==> config.mk <==
export PLATFORM = sky130hd
export DESIGN_NAME = axis_pixel_unpacker_flat
export DESIGN_NICKNAME = d
export VERILOG_FILES = /design/src/rtl/axis_pixel_unpacker_if.sv /design/src/rtl/axis_pixel_unpacker.sv /design/src/flat_wrapper.sv
export SDC_FILE = /design/constraint.sdc
export NUM_CORES = 1
export LEC_CHECK = 0
export ABC_AREA = 1
export CORE_UTILIZATION = 45
export DETAILED_ROUTE_END_ITERATION = 10
export GPL_TIMING_DRIVEN = 0
export PLACE_DENSITY = 0.85
export SLEW_MARGIN = 0
export SYNTH_ARGS = -nofsm -noshare
export SYNTH_HDL_FRONTEND = slang
export SYNTH_SLANG_ARGS = --single-unit
==> constraint.sdc <==
create_clock -name clk -period 1.8 [get_ports clk]
set_clock_uncertainty 0.05 [all_clocks]
set_input_delay 0.36 -clock clk [delete_from_list [all_inputs] [get_ports clk]]
set_output_delay 0.36 -clock clk [all_outputs]
set_load 0.01 [all_outputs]
==> src/rtl/axis_pixel_unpacker_if.sv <==
// Stream interfaces around the pixel unpacker: packed AXI-Stream words in,
// tagged single pixels out.
interface axis_word_if #(
  parameter int DATA_WIDTH = 32
);
  logic                    tvalid;
  logic                    tready;
  logic [DATA_WIDTH-1:0]   tdata;
  logic [DATA_WIDTH/8-1:0] tstrb;
  logic                    tlast;

  modport master (output tvalid, tdata, tstrb, tlast, input tready);
  modport slave  (input tvalid, tdata, tstrb, tlast, output tready);
endinterface

interface pix_stream_if #(
  parameter int PIX_WIDTH = 8,
  parameter int COL_WIDTH = 6,
  parameter int ROW_WIDTH = 6
);
  logic                 valid;
  logic                 ready;
  logic [PIX_WIDTH-1:0] data;
  logic [COL_WIDTH-1:0] col;
  logic [ROW_WIDTH-1:0] row;
  logic                 sof;
  logic                 eol;
  logic                 eof;

  modport master (output valid, data, col, row, sof, eol, eof, input ready);
  modport slave  (input valid, data, col, row, sof, eol, eof, output ready);
endinterface

==> src/rtl/axis_pixel_unpacker.sv <==
// Splits 32-bit AXI-Stream words into one tagged pixel per cycle and checks
// TLAST framing against the configured frame size.
module axis_pixel_unpacker #(
  parameter int DATA_WIDTH = 32,
  parameter int PIX_WIDTH  = 8,
  parameter int IMG_WIDTH  = 48,
  parameter int IMG_HEIGHT = 48
) (
  input  logic          clk,
  input  logic          rst,
  axis_word_if.slave    s_axis,
  pix_stream_if.master  m_pix,
  output logic          err_early_last,
  output logic          err_missing_last,
  input  logic          err_clr,
  output logic          busy
);

  localparam int FRAME_WORDS = IMG_WIDTH * IMG_HEIGHT / 4;
  localparam int COL_W  = $clog2(IMG_WIDTH);
  localparam int ROW_W  = $clog2(IMG_HEIGHT);
  localparam int WCNT_W = $clog2(FRAME_WORDS);
  localparam logic [COL_W-1:0]  COL_LAST  = COL_W'(IMG_WIDTH - 1);
  localparam logic [ROW_W-1:0]  ROW_LAST  = ROW_W'(IMG_HEIGHT - 1);
  localparam logic [WCNT_W-1:0] WCNT_LAST = WCNT_W'(FRAME_WORDS - 1);

  logic [DATA_WIDTH-1:0] word_q, word_d;
  logic                  word_full_q, word_full_d;
  logic [1:0]            lane_q, lane_d;
  logic                  word_eof_q, word_eof_d;
  logic [COL_W-1:0]      col_q, col_d;
  logic [ROW_W-1:0]      row_q, row_d;
  logic [WCNT_W-1:0]     wcnt_q, wcnt_d;
  logic                  early_q, early_d;
  logic                  missing_q, missing_d;

  logic in_ready, accept, xfer, last_lane, set_early, set_missing;
  logic unused_tstrb;
  logic [PIX_WIDTH-1:0] lanes [4];

  assign unused_tstrb = ^s_axis.tstrb;

  for (genvar i = 0; i < 4; i++) begin : g_lane
    assign lanes[i] = word_q[DATA_WIDTH-1-i*PIX_WIDTH -: PIX_WIDTH];
  end

  assign last_lane   = (lane_q == 2'd3);
  assign xfer        = word_full_q && m_pix.ready;
  assign in_ready    = !word_full_q || (last_lane && xfer);
  assign accept      = s_axis.tvalid && in_ready;
  assign set_early   = accept && s_axis.tlast && (wcnt_q != WCNT_LAST);
  assign set_missing = accept && !s_axis.tlast && (wcnt_q == WCNT_LAST);

  // A word that closes a frame (by TLAST or by count) carries word_eof so its
  // lane 3 marks eof and returns the pixel position to (0,0).
  always_comb begin
    word_d      = word_q;
    word_full_d = word_full_q;
    lane_d      = lane_q;
    word_eof_d  = word_eof_q;
    col_d       = col_q;
    row_d       = row_q;
    wcnt_d      = wcnt_q;
    if (xfer) begin
      lane_d = lane_q + 2'd1;
      if (last_lane) word_full_d = 1'b0;
      if (last_lane && word_eof_q) begin
        col_d = '0;
        row_d = '0;
      end else if (col_q == COL_LAST) begin
        col_d = '0;
        row_d = (row_q == ROW_LAST) ? '0 : row_q + 1'b1;
      end else begin
        col_d = col_q + 1'b1;
      end
    end
    if (accept) begin
      word_d      = s_axis.tdata;
      word_full_d = 1'b1;
      lane_d      = 2'd0;
      word_eof_d  = s_axis.tlast || (wcnt_q == WCNT_LAST);
      wcnt_d      = word_eof_d ? '0 : wcnt_q + 1'b1;
    end
    early_d   = set_early   ? 1'b1 : (err_clr ? 1'b0 : early_q);
    missing_d = set_missing ? 1'b1 : (err_clr ? 1'b0 : missing_q);
  end

  always_ff @(posedge clk) begin
    if (rst) begin
      word_q      <= '0;
      word_full_q <= 1'b0;
      lane_q      <= 2'd0;
      word_eof_q  <= 1'b0;
      col_q       <= '0;
      row_q       <= '0;
      wcnt_q      <= '0;
      early_q     <= 1'b0;
      missing_q   <= 1'b0;
    end else begin
      word_q      <= word_d;
      word_full_q <= word_full_d;
      lane_q      <= lane_d;
      word_eof_q  <= word_eof_d;
      col_q       <= col_d;
      row_q       <= row_d;
      wcnt_q      <= wcnt_d;
      early_q     <= early_d;
      missing_q   <= missing_d;
    end
  end

  // Handshake outputs are masked during reset so nothing moves in that cycle.
  assign s_axis.tready    = in_ready && !rst;
  assign m_pix.valid      = word_full_q && !rst;
  assign m_pix.data       = lanes[lane_q];
  assign m_pix.col        = col_q;
  assign m_pix.row        = row_q;
  assign m_pix.sof        = (col_q == '0) && (row_q == '0);
  assign m_pix.eol        = (col_q == COL_LAST);
  assign m_pix.eof        = last_lane && word_eof_q;
  assign err_early_last   = early_q;
  assign err_missing_last = missing_q;
  assign busy             = word_full_q || (wcnt_q != '0);

endmodule
==> src/flat_wrapper.sv <==
// flat-port wrapper written by rule: the top's interface ports become plain ports
module axis_pixel_unpacker_flat 
#(
  parameter int DATA_WIDTH = 32,
  parameter int PIX_WIDTH  = 8,
  parameter int IMG_WIDTH  = 48,
  parameter int IMG_HEIGHT = 48
)
  (clk, rst, err_early_last, err_missing_last, err_clr, busy, s_axis_tvalid, s_axis_tdata, s_axis_tstrb, s_axis_tlast, s_axis_tready, m_pix_valid, m_pix_data, m_pix_col, m_pix_row, m_pix_sof, m_pix_eol, m_pix_eof, m_pix_ready);
  axis_word_if #(.DATA_WIDTH(DATA_WIDTH)) s_axis_i ();
  pix_stream_if #(.PIX_WIDTH(PIX_WIDTH)) m_pix_i ();
  input  logic clk;
  input  logic rst;
  output logic err_early_last;
  output logic err_missing_last;
  input  logic err_clr;
  output logic busy;
  input wire logic [$bits(s_axis_i.tvalid)-1:0] s_axis_tvalid;
  input wire logic [$bits(s_axis_i.tdata)-1:0] s_axis_tdata;
  input wire logic [$bits(s_axis_i.tstrb)-1:0] s_axis_tstrb;
  input wire logic [$bits(s_axis_i.tlast)-1:0] s_axis_tlast;
  output wire logic [$bits(s_axis_i.tready)-1:0] s_axis_tready;
  output wire logic [$bits(m_pix_i.valid)-1:0] m_pix_valid;
  output wire logic [$bits(m_pix_i.data)-1:0] m_pix_data;
  output wire logic [$bits(m_pix_i.col)-1:0] m_pix_col;
  output wire logic [$bits(m_pix_i.row)-1:0] m_pix_row;
  output wire logic [$bits(m_pix_i.sof)-1:0] m_pix_sof;
  output wire logic [$bits(m_pix_i.eol)-1:0] m_pix_eol;
  output wire logic [$bits(m_pix_i.eof)-1:0] m_pix_eof;
  input wire logic [$bits(m_pix_i.ready)-1:0] m_pix_ready;
  assign s_axis_i.tvalid = s_axis_tvalid;
  assign s_axis_i.tdata = s_axis_tdata;
  assign s_axis_i.tstrb = s_axis_tstrb;
  assign s_axis_i.tlast = s_axis_tlast;
  assign s_axis_tready = s_axis_i.tready;
  assign m_pix_valid = m_pix_i.valid;
  assign m_pix_data = m_pix_i.data;
  assign m_pix_col = m_pix_i.col;
  assign m_pix_row = m_pix_i.row;
  assign m_pix_sof = m_pix_i.sof;
  assign m_pix_eol = m_pix_i.eol;
  assign m_pix_eof = m_pix_i.eof;
  assign m_pix_i.ready = m_pix_ready;
  axis_pixel_unpacker #(.DATA_WIDTH(DATA_WIDTH), .PIX_WIDTH(PIX_WIDTH), .IMG_WIDTH(IMG_WIDTH), .IMG_HEIGHT(IMG_HEIGHT)) u_core (.clk(clk), .rst(rst), .s_axis(s_axis_i), .m_pix(m_pix_i), .err_early_last(err_early_last), .err_missing_last(err_missing_last), .err_clr(err_clr), .busy(busy));
endmodule
; Yosys cells after proc, flatten, opt, wreduce, memory -nomap -nowiden
; Cells that the tools add are included.
[word_totals]
elab_cells = 63
out_inout_bits = 28
ff_bits = 60
[classes]
addsub = 4
reduce_logical = 28
order_cmp = 1
bitwise_logic = 1
n_mux = 15
n_eq_ne = 5
[ops]
columns = cell, count
row1 = $mux 6, 5
row2 = $bmux 8 s2, 1
row3 = $mux 8, 2
row4 = $add 6x1->6 const B, 2
row5 = $eq 6x6->1 const B, 2
row6 = $logic_not 6->1, 2
row7 = $logic_and 1x1->1, 11
row8 = $add 10x1->10 const B, 1
row9 = $eq 10x10->1 const B, 1
row10 = $mux 10, 1
row11 = $ne 10x10->1 const B, 1
row12 = $reduce_bool 10->1, 1
row13 = $reduce_bool 2->1, 5
row14 = $mux 1, 6
row15 = $reduce_and 2->1, 2
row16 = $ge 3x3->1 const B, 1
row17 = $logic_not 1->1, 3
row18 = $logic_or 1x1->1, 3
row19 = $not 2->3, 1
row20 = $add 2x1->2 const B, 1
row21 = $eq 2x2->1 const B, 1
row22 = $reduce_or 2->1, 1

; Logic depth before layout (Yosys ltp)
; Gate-level depths: netlist of run 1.
[logic_depth]
ltp_word = 7
depth_mapped = 9
depth_no_buf = 9

; Worst setup path after synthesis of run 1
; Ideal clock, no wire load.
[synth_path]
path_kind = register -> output
from = register u_core.lane_q[0]
to = output m_pix_data[6]
required_time_ps = 1390
path_buffers = 2
path_stages_with_launch = 5
arrival_ps = 1074
slack_ps = 316
cell_sequence = dfxtp_1 -> buf_2 -> clkbuf_1 -> o21ai_0 -> o22ai_1
[synth_via]
elab_chain_cells = 4
[synth_lines]
columns = element, line_no
row1 = "start, declared", axis_pixel_unpacker.sv:29  ; logic [1:0] lane_q, lane_d;
row2 = "start signal, assigned", axis_pixel_unpacker.sv:102  ; lane_q <= lane_d;
row3 = $not 2->3 (not written as such), axis_pixel_unpacker.sv:115  ; assign m_pix.data = lanes[lane_q];
row4 = $bmux 8 s2, axis_pixel_unpacker.sv:115
row5 = $mux 8 (not written as such) (2 in series), axis_pixel_unpacker.sv:115
row6 = "end, declared", flat_wrapper.sv:24  ; output wire logic [$bits(m_pix_i.data)-1:0] m_pix_data;
; Every way passes these cells. The select of a mux whose other input is x is not followed.

; Worst setup path after layout of run 1
[layout_path]
from = register u_core.lane_q[0]
to = output m_pix_data[0]
; The elaborated chain is that of the path after synthesis.

==> key figures, run 1 <==
Worst setup path
  – R2r setup slk: about 210 ps
  – Biggest fanout along the worst timing path: 9
  – CP startpoint kind: register
  – Crit-path most repeated cell: buf_6
  – Reg2reg path depth: 9
  – Required @ worst endpoint: 1390 ps
  – R2R Path Start: u_core.wcnt_q[1]$_SDFFE_PP0N_
  – CP max stage cell: dfxtp_2
  – Critical path's top delay family: buffers and inverters
  – RR Endpoint: u_core.wcnt_q[3]$_SDFFE_PP0N_
  – Crit end category: output pin
  – Slowest stage delay, CP: between 300 and 400 ps
  – WP data arrival: about 1400 ps
  – Critical path class: register to output pin
  – WP buf/inv: 4
  – CP Cell Sequence: buf_6 -> inv_8 -> buf_6 -> nor2_1 -> o22ai_1 -> buf_2

Synth
  – Syn_nets: about 460
  – Mapped Cells: around 410
  – Sequential share of the synthesized area: 0.417
  – Synth unique cells: 31
  – Syn_area_per_cell: between 6 and 7 um2
  – FF+latch count, synth: 60
  – Cell Area, Synth: 2880 um2
  – Ys Warns: 0

Detailed routing
  – WL final: around 8000 um
  – Drt wl/cell: approximately 14 um
  – Via/cell ratio: between 5 and 6
  – DRC: 0
  – 1st-pass router iterations: 5
  – Antenna-violating nets left: 0
  – Via count: 3046
  – Iter 0 DRT Violations: between 150 and 200

GRT
  – Global routing met1 resource utilization: 0.291
  – GRT Total Usage: 0.249
  – Global routing's busiest layer: met2
  – Met2 GRT Util: 0.414
  – GRT met3 Usage: 0.0556
  – Vias in the first global route: approximately 2900
  – Global-route wire length before repair: about 12000 um
  – Largest net degree at the start of global routing: 12
  – Global route total overflow: 0
  – Initial antenna violation count: 0

Placement
  – I/O Buffers: 64
  – RePlAce Congestion: approximately 0.87
  – Placed instance count: ~550
  – DP HPWL: about 5400 um

Clock network
  – CTS tree: built
  – Later-pin clock latency in the skew report: approximately 350 ps
  – CTS Sinks: 60
  – Worst-path clk slew: about 80 ps
  – CTS buffer count: 9
  – Root cell of the clock tree: clkbuf_8
  – CTS Buffer Depth: 2
  – H-tree Lvls: 3

Floorplan
  – Die area: just under 7000 um2
  – Std-Cell Core Area: 6060 um2
  – Row count: 28
  – Starting density of the core: 0.475
  – # IOs: 70
  – Die width: 82.0 um
  – Die Height: between 80 and 90 um

Hold path
  – Worst Hold Depth: 2
  – Hold_sp: rst
  – Worst Hold Path EP: u_core.word_eof_q$_SDFFE_PP0N_
  – Hold Path Class: input pin to register

Layout
  – Share of cells above drive strength 1: 0.194
  – Core Util, Final: 0.659
  – Area Overhead vs Synth: 38.6%
  – Nets@finish: about 550
  – Ant. Diodes: 0
  – Final std cells w/o fill: between 500 and 600

Timing
  – Hold Fails Final Rpt: 0
  – Fmax: ~0.55 GHz
  – Slew at the pin closest to its max-slew limit: 454 ps
  – Final setup violation count: 3
  – Min cycle time layout: 1820 ps
  – Slew Viols, Final: 0
  – Period utilization: 1.01
  – RSZ-0062 raised after global routing: true
  – Setup WS post-layout: -24.1 ps
  – Rel. slew slack: 0.698

Power
  – Worst vdd ir: 0.587 mV
  – Power Dens Cells: between 800 and 900 nW/um2
  – P_leak: 0.00170 uW

Outcome
  – Violated checks: negative setup slack
  – Status: finished, violations left

Flow run
  – Max-capacitance violation count: 0
## cell families (layout without fill, tap and decap cells)
| family | Yosys count | after routing | synth area share |
|---|---|---|---|
| buf+inv | 56 | 145 | 0.0886 |
| xor+xnor | 2 | 2 | 0.00608 |
| flops | 60 | 60 | 0.417 |
| compound gates | 85 | 85 | 0.158 |
| simple gates | 202 | 202 | 0.300 |
| fa+ha+maj | 7 | 7 | 0.0304 |
## stage by stage
stage	cell area, um2	hold slack, ps	power [uW]	setup WS, ps	setup TNS (ps)
floorplan	2880	394	1690	316	0
global placement	3610	405	1890	-336	-3870
detailed placement	3610	417	1900	-335	-4660
CTS	3930	231	3200	-9.22	-12.7
global route	3990	229	3350	-65.9	-424
finish	3990	233	3230	-24.1	-49.1
## layer usage
| layer | routed length [um] | part of all wire |
|---|---|---|
| met3 | 391 | 0.048 |
| met1 | 3380 | 0.42 |
| met4 | 338 | 0.042 |
| met5 | 0 | 0 |
| met2 | 3990 | 0.49 |
## synth_stat cells, drive strengths merged
cell | number | area share
a211oi | 1 | 0.0026
a21oi | 15 | 0.030
buf | 12 | 0.030
clkbuf | 5 | 0.0069
dfxtp | 60 | 0.42
ha | 7 | 0.030
inv | 39 | 0.052
nand2 | 55 | 0.082
nand3 | 16 | 0.032
nand3b | 2 | 0.0052
nand4 | 6 | 0.013
nor2 | 115 | 0.15
nor3 | 7 | 0.012
nor4 | 1 | 0.0022
o21ai | 60 | 0.11
o22ai | 9 | 0.020
xor2 | 2 | 0.0061
## worst max path at each step
stage | depth (start not counted) | slack [ps] | from | end
5_1_grt | 6 | -70 | u_core.wcnt_q[0]$_SDFFE_PP0N_ | busy
2_1_floorplan | 4 | 320 | u_core.lane_q[0]$_SDFFE_PP0N_ | m_pix_data[6]
3_5_place_dp | 6 | -330 | u_core.lane_q[0]$_SDFFE_PP0N_ | m_pix_data[3]
6_report | 6 | -20 | u_core.lane_q[0]$_SDFFE_PP0N_ | m_pix_data[0]
3_3_place_gp | 4 | -340 | m_pix_ready | s_axis_tready
4_1_cts | 6 | -9 | u_core.lane_q[0]$_SDFFE_PP0N_ | m_pix_data[0]
## sequential cells by signal (all words and copies together) (netlist names)
register,count
u_core.m_pix.row,6
u_core.word_full_q,1
u_core.err_missing_last,1
u_core.err_early_last,1
u_core.m_pix.col,6
u_core.lanes,32
u_core.wcnt_q,10
u_core.word_eof_q,1
u_core.lane_q,2
## layout by cell type (no fill, tap or decap), types with 3 or more instances in the layout
| master | count |
|---|---|
| a21oi_1 | 14 |
| buf_2 | 15 |
| buf_4 | 9 |
| buf_6 | 7 |
| clkbuf_8 | 10 |
| clkdlybuf4s50_1 | 48 |
| dfxtp_1 | 48 |
| dfxtp_2 | 10 |
| dlygate4sd2_1 | 3 |
| ha_1 | 3 |
| ha_4 | 4 |
| inv_1 | 28 |
| inv_2 | 8 |
| nand2_1 | 47 |
| nand2_2 | 5 |
| nand2_4 | 3 |
| nand3_1 | 14 |
| nand4_1 | 6 |
| nor2_1 | 110 |
| nor2_2 | 4 |
| nor3_1 | 5 |
| o21ai_0 | 33 |
| o21ai_1 | 26 |
| o22ai_1 | 9 |
## layout make-up
type / count / area, um2
tap: 75 / 93.8
buffer: 17 / 133
timing repair buffer: 74 / 671
fill: 528 / 2070
sequential: 60 / 1220
multi-input combinational: 296 / 1500
clock inverter: 6 / 90.1
clock buffer: 9 / 124
inverter: 39 / 159
## report_power, final
| group | leakage [uW] | switching [uW] | internal [uW] |
|---|---|---|---|
| sequential | 0.000498 | 44.3 | 1390 |
| combinational | 0.00110 | 237 | 219 |
| clock | 0.000105 | 560 | 773 |
| total | 0.00170 | 841 | 2380 |
## repair_timing
item	CTS	global route
setup buffers	7	2
hold buffers	0	0
cloned	1	0
pin swaps	9	8
setup endpoints to repair	14	16
resized for setup	86	22
hold endpoints to repair	0	0
No activity file was read; power rests on OpenSTA's default activity.
==> run 2: changes to the inputs <==
==> constraint.sdc (replaced) <==
create_clock -name clk -period 2.1 [get_ports clk]
set_clock_uncertainty 0.05 [all_clocks]
set_input_delay 0.525 -clock clk [delete_from_list [all_inputs] [get_ports clk]]
set_output_delay 0.525 -clock clk [all_outputs]
set_load 0.01 [all_outputs]
==> key figures, run 2 (synthesis gave the netlist of run 1 again) <==
Hold path
  – Hold Path Class: input pin to register
  – Worst Hold Path EP: u_core.word_eof_q$_SDFFE_PP0N_
  – Hold_sp: rst
  – Worst Hold Depth: 2 (unchanged)

Worst setup path
  – CP Cell Sequence: inv_1 -> nor2_1 -> clkdlybuf4s50_1
  – Critical path's top delay family: buffers and inverters
  – Crit end category: output pin
  – Biggest fanout along the worst timing path: 5 (-4)
  – Slowest stage delay, CP: 540 ps (+210 ps)
  – WP buf/inv: 2 (-2)
  – Reg2reg path depth: 8 (-1)
  – R2r setup slk: 560 ps (+350 ps)
  – Critical path depth: 3 (-3)
  – Required @ worst endpoint: 1520 ps (+130 ps)
  – WP data arrival: 1460 ps (+50 ps)
  – R2R Path Start: u_core.wcnt_q[1]$_SDFFE_PP0N_
  – CP max stage cell: clkdlybuf4s50_1
  – Critical path class: register to output pin
  – RR Endpoint: u_core.wcnt_q[3]$_SDFFE_PP0N_
  – CP startpoint kind: register

GRT
  – Vias in the first global route: 2751 (-4.1%)
  – Largest net degree at the start of global routing: 12 (unchanged)
  – Initial antenna violation count: 0 (unchanged)
  – Global route total overflow: 0 (unchanged)
  – GRT Total Usage: 0.233 (-0.0156)
  – Global-route wire length before repair: 11700 um (-5.5%)

Layout
  – Final std cells w/o fill: 566 (-1.7%)
  – Area Overhead vs Synth: 32.0%
  – Finished layout cell area: 3800 um2 (-4.8%)
  – Max reg flops: 32 (unchanged)
  – Commonest cells after routing, fill and taps aside: nor2_1 (113), dfxtp_1 (57), clkdlybuf4s50_1 (50), nand2_1 (49), o21ai_0 (36)
  – Share of cells above drive strength 1: 0.120 (-0.0734)
  – Nets@finish: 536 (-1.8%)
  – Ant. Diodes: 0 (unchanged)
  – Most common cell after layout, fill and taps aside: nor2_1

Floorplan
  – Die Height: 82.0 um (unchanged)
  – Row count: 28 (unchanged)
  – Die width: 82.0 um (unchanged)
  – # IOs: 70 (unchanged)
  – Die area: 6720 um2 (unchanged)
  – Starting density of the core: 0.475 (unchanged)
  – Std-Cell Core Area: 6060 um2 (unchanged)

Placement
  – I/O Buffers: 64 (unchanged)
  – DP HPWL: 5350 um (unchanged)
  – RePlAce Congestion: 0.874 (unchanged)
  – Post-DP Area: 3610 um2 (unchanged)
  – Placed instance count: 551 (unchanged)

Outcome
  – Status: finished, final reports clean

Timing
  – Rel. slew slack: 0.719 (+0.0215)
  – RSZ-0062 raised after global routing: false
  – Setup_tns: 0 ps (+49.1 ps)
  – Hold Fails Final Rpt: 0 (unchanged)
  – Slew Viols, Final: 0 (unchanged)
  – Period utilization: 0.969
  – Slew at the pin closest to its max-slew limit: 421 ps (-32.3 ps)
  – Fmax: about 0.5 GHz
  – Min cycle time layout: about 2000 ps
  – Final setup violation count: 0 (-3)

Flow run
  – Max-capacitance violation count: 0 (unchanged)

Clock network
  – Later-pin clock latency in the skew report: 340 ps (about the same)
  – Setup repair bufs after CTS: 0 (-7)
  – CTS buffer count: 9 (unchanged)
  – H-tree Lvls: 3 (unchanged)
  – Root cell of the clock tree: clkbuf_8
  – CTS Sinks: 60 (unchanged)
  – CTS tree: built
  – CTS Buffer Depth: 2 (unchanged)
  – Worst-path clk slew: 70 ps (about the same)

Detailed routing
  – Via count: 2946 (-3.3%)
  – WL final: 7250 um (-11%)
  – DRC: 0 (unchanged)
  – Drt wl/cell: 12.8 um (-9.0%)
  – 1st-pass router iterations: 4 (-1)
  – Via/cell ratio: 5.20 (-1.6%)
  – Antenna-violating nets left: 0 (unchanged)
  – Iter 0 DRT Violations: 126 (-24%)

Power
  – Sequential Power Share: 0.453 (+0.007)
  – P_leak: 0.00161 uW (-5.3%)
  – Power Dens Cells: 714 nW/um2 (-12%)
  – Sw Ratio: 0.253 (-0.00767)
  – Net switching power figure: 687 uW (-18%)
  – Combinational power share: 0.132 (-0.009)
  – Worst vdd ir: 0.515 mV (-12%)
  – Clock Power Share: 0.415 (+0.002)
  – P_int: 2030 uW (-15%)
run 2: changes by cell type in the layout (fill, tap and decap cells not counted), sizes merged:
cell	delta
buf	-13
clkbuf	+2
clkdlybuf4s50	+2
dlymetal6s2s	-1
run 2: layout make-up:
type                       count  area [um2]
sequential                    60        1200
clock buffer                   9         124
tap                           75        93.8
multi-input combinational    296        1420
buffer                        17         130
fill                         569        2260
timing repair buffer          64         582
clock inverter                 6        90.1
inverter                      39         154
run 2: worst max path at each step:
stage	startpoint	to	slack [ps]
detailed placement	m_pix_ready	s_axis_tready	-360
CTS	u_core.lane_q[0]$_SDFFE_PP0N_	m_pix_data[4]	0.7
global placement	m_pix_ready	s_axis_tready	-370
global route	u_core.word_full_q$_SDFFE_PP0P_	m_pix_valid	0.9
floorplan	u_core.lane_q[0]$_SDFFE_PP0N_	m_pix_data[6]	450
finish	u_core.word_full_q$_SDFFE_PP0P_	m_pix_valid	70
run 2: per-stage QoR:
step,util,setup slack [ps],hold slack [ps],power (uW)
floorplan,-,451,394,1450
global placement,0.596,-366,405,1620
detailed placement,0.596,-356,417,1630
CTS,0.631,0.669,396,2740
global route,0.627,0.908,399,2830
finish,0.627,65.5,404,2720
run 2: what timing repair did:
action,in CTS,in global routing
endpoints found under the setup margin,14,7
hold buffers,0,0
endpoints found under the hold margin,0,0
pin swaps,1,1
gates resized for setup,51,10
run 2: power groups by stage:
stage | Combinational (uW) | Sequential, uW | Clock [uW]
floorplan | 200 | 1250 | 0
finish | 358 | 1230 | 1130
CTS | 363 | 1230 | 1140
detailed placement | 374 | 1250 | 0
global route | 397 | 1240 | 1200
global placement | 366 | 1250 | 0
run 2: worst reg2reg max path, stage by stage (launching register included):
cell and delay [ps]:
dfxtp_1 360, ha_1 200, nand3_1 80, nor2_1 200, nand2_1 150, nor2_1 190
nor2_4 70, inv_2 80, nor2_1 40
run 2: layer usage:
| layer | up-vias | share of wire | GRT usage |
|---|---|---|---|
| met2 | 104 | 0.49 | 0.388 |
| met1 | 1339 | 0.42 | 0.279 |
| met4 | 0 | 0.027 | 0.123 |
| li1 | 1487 | - | - |
| met5 | - | 0 | 0 |
| met3 | 16 | 0.064 | 0.0522 |
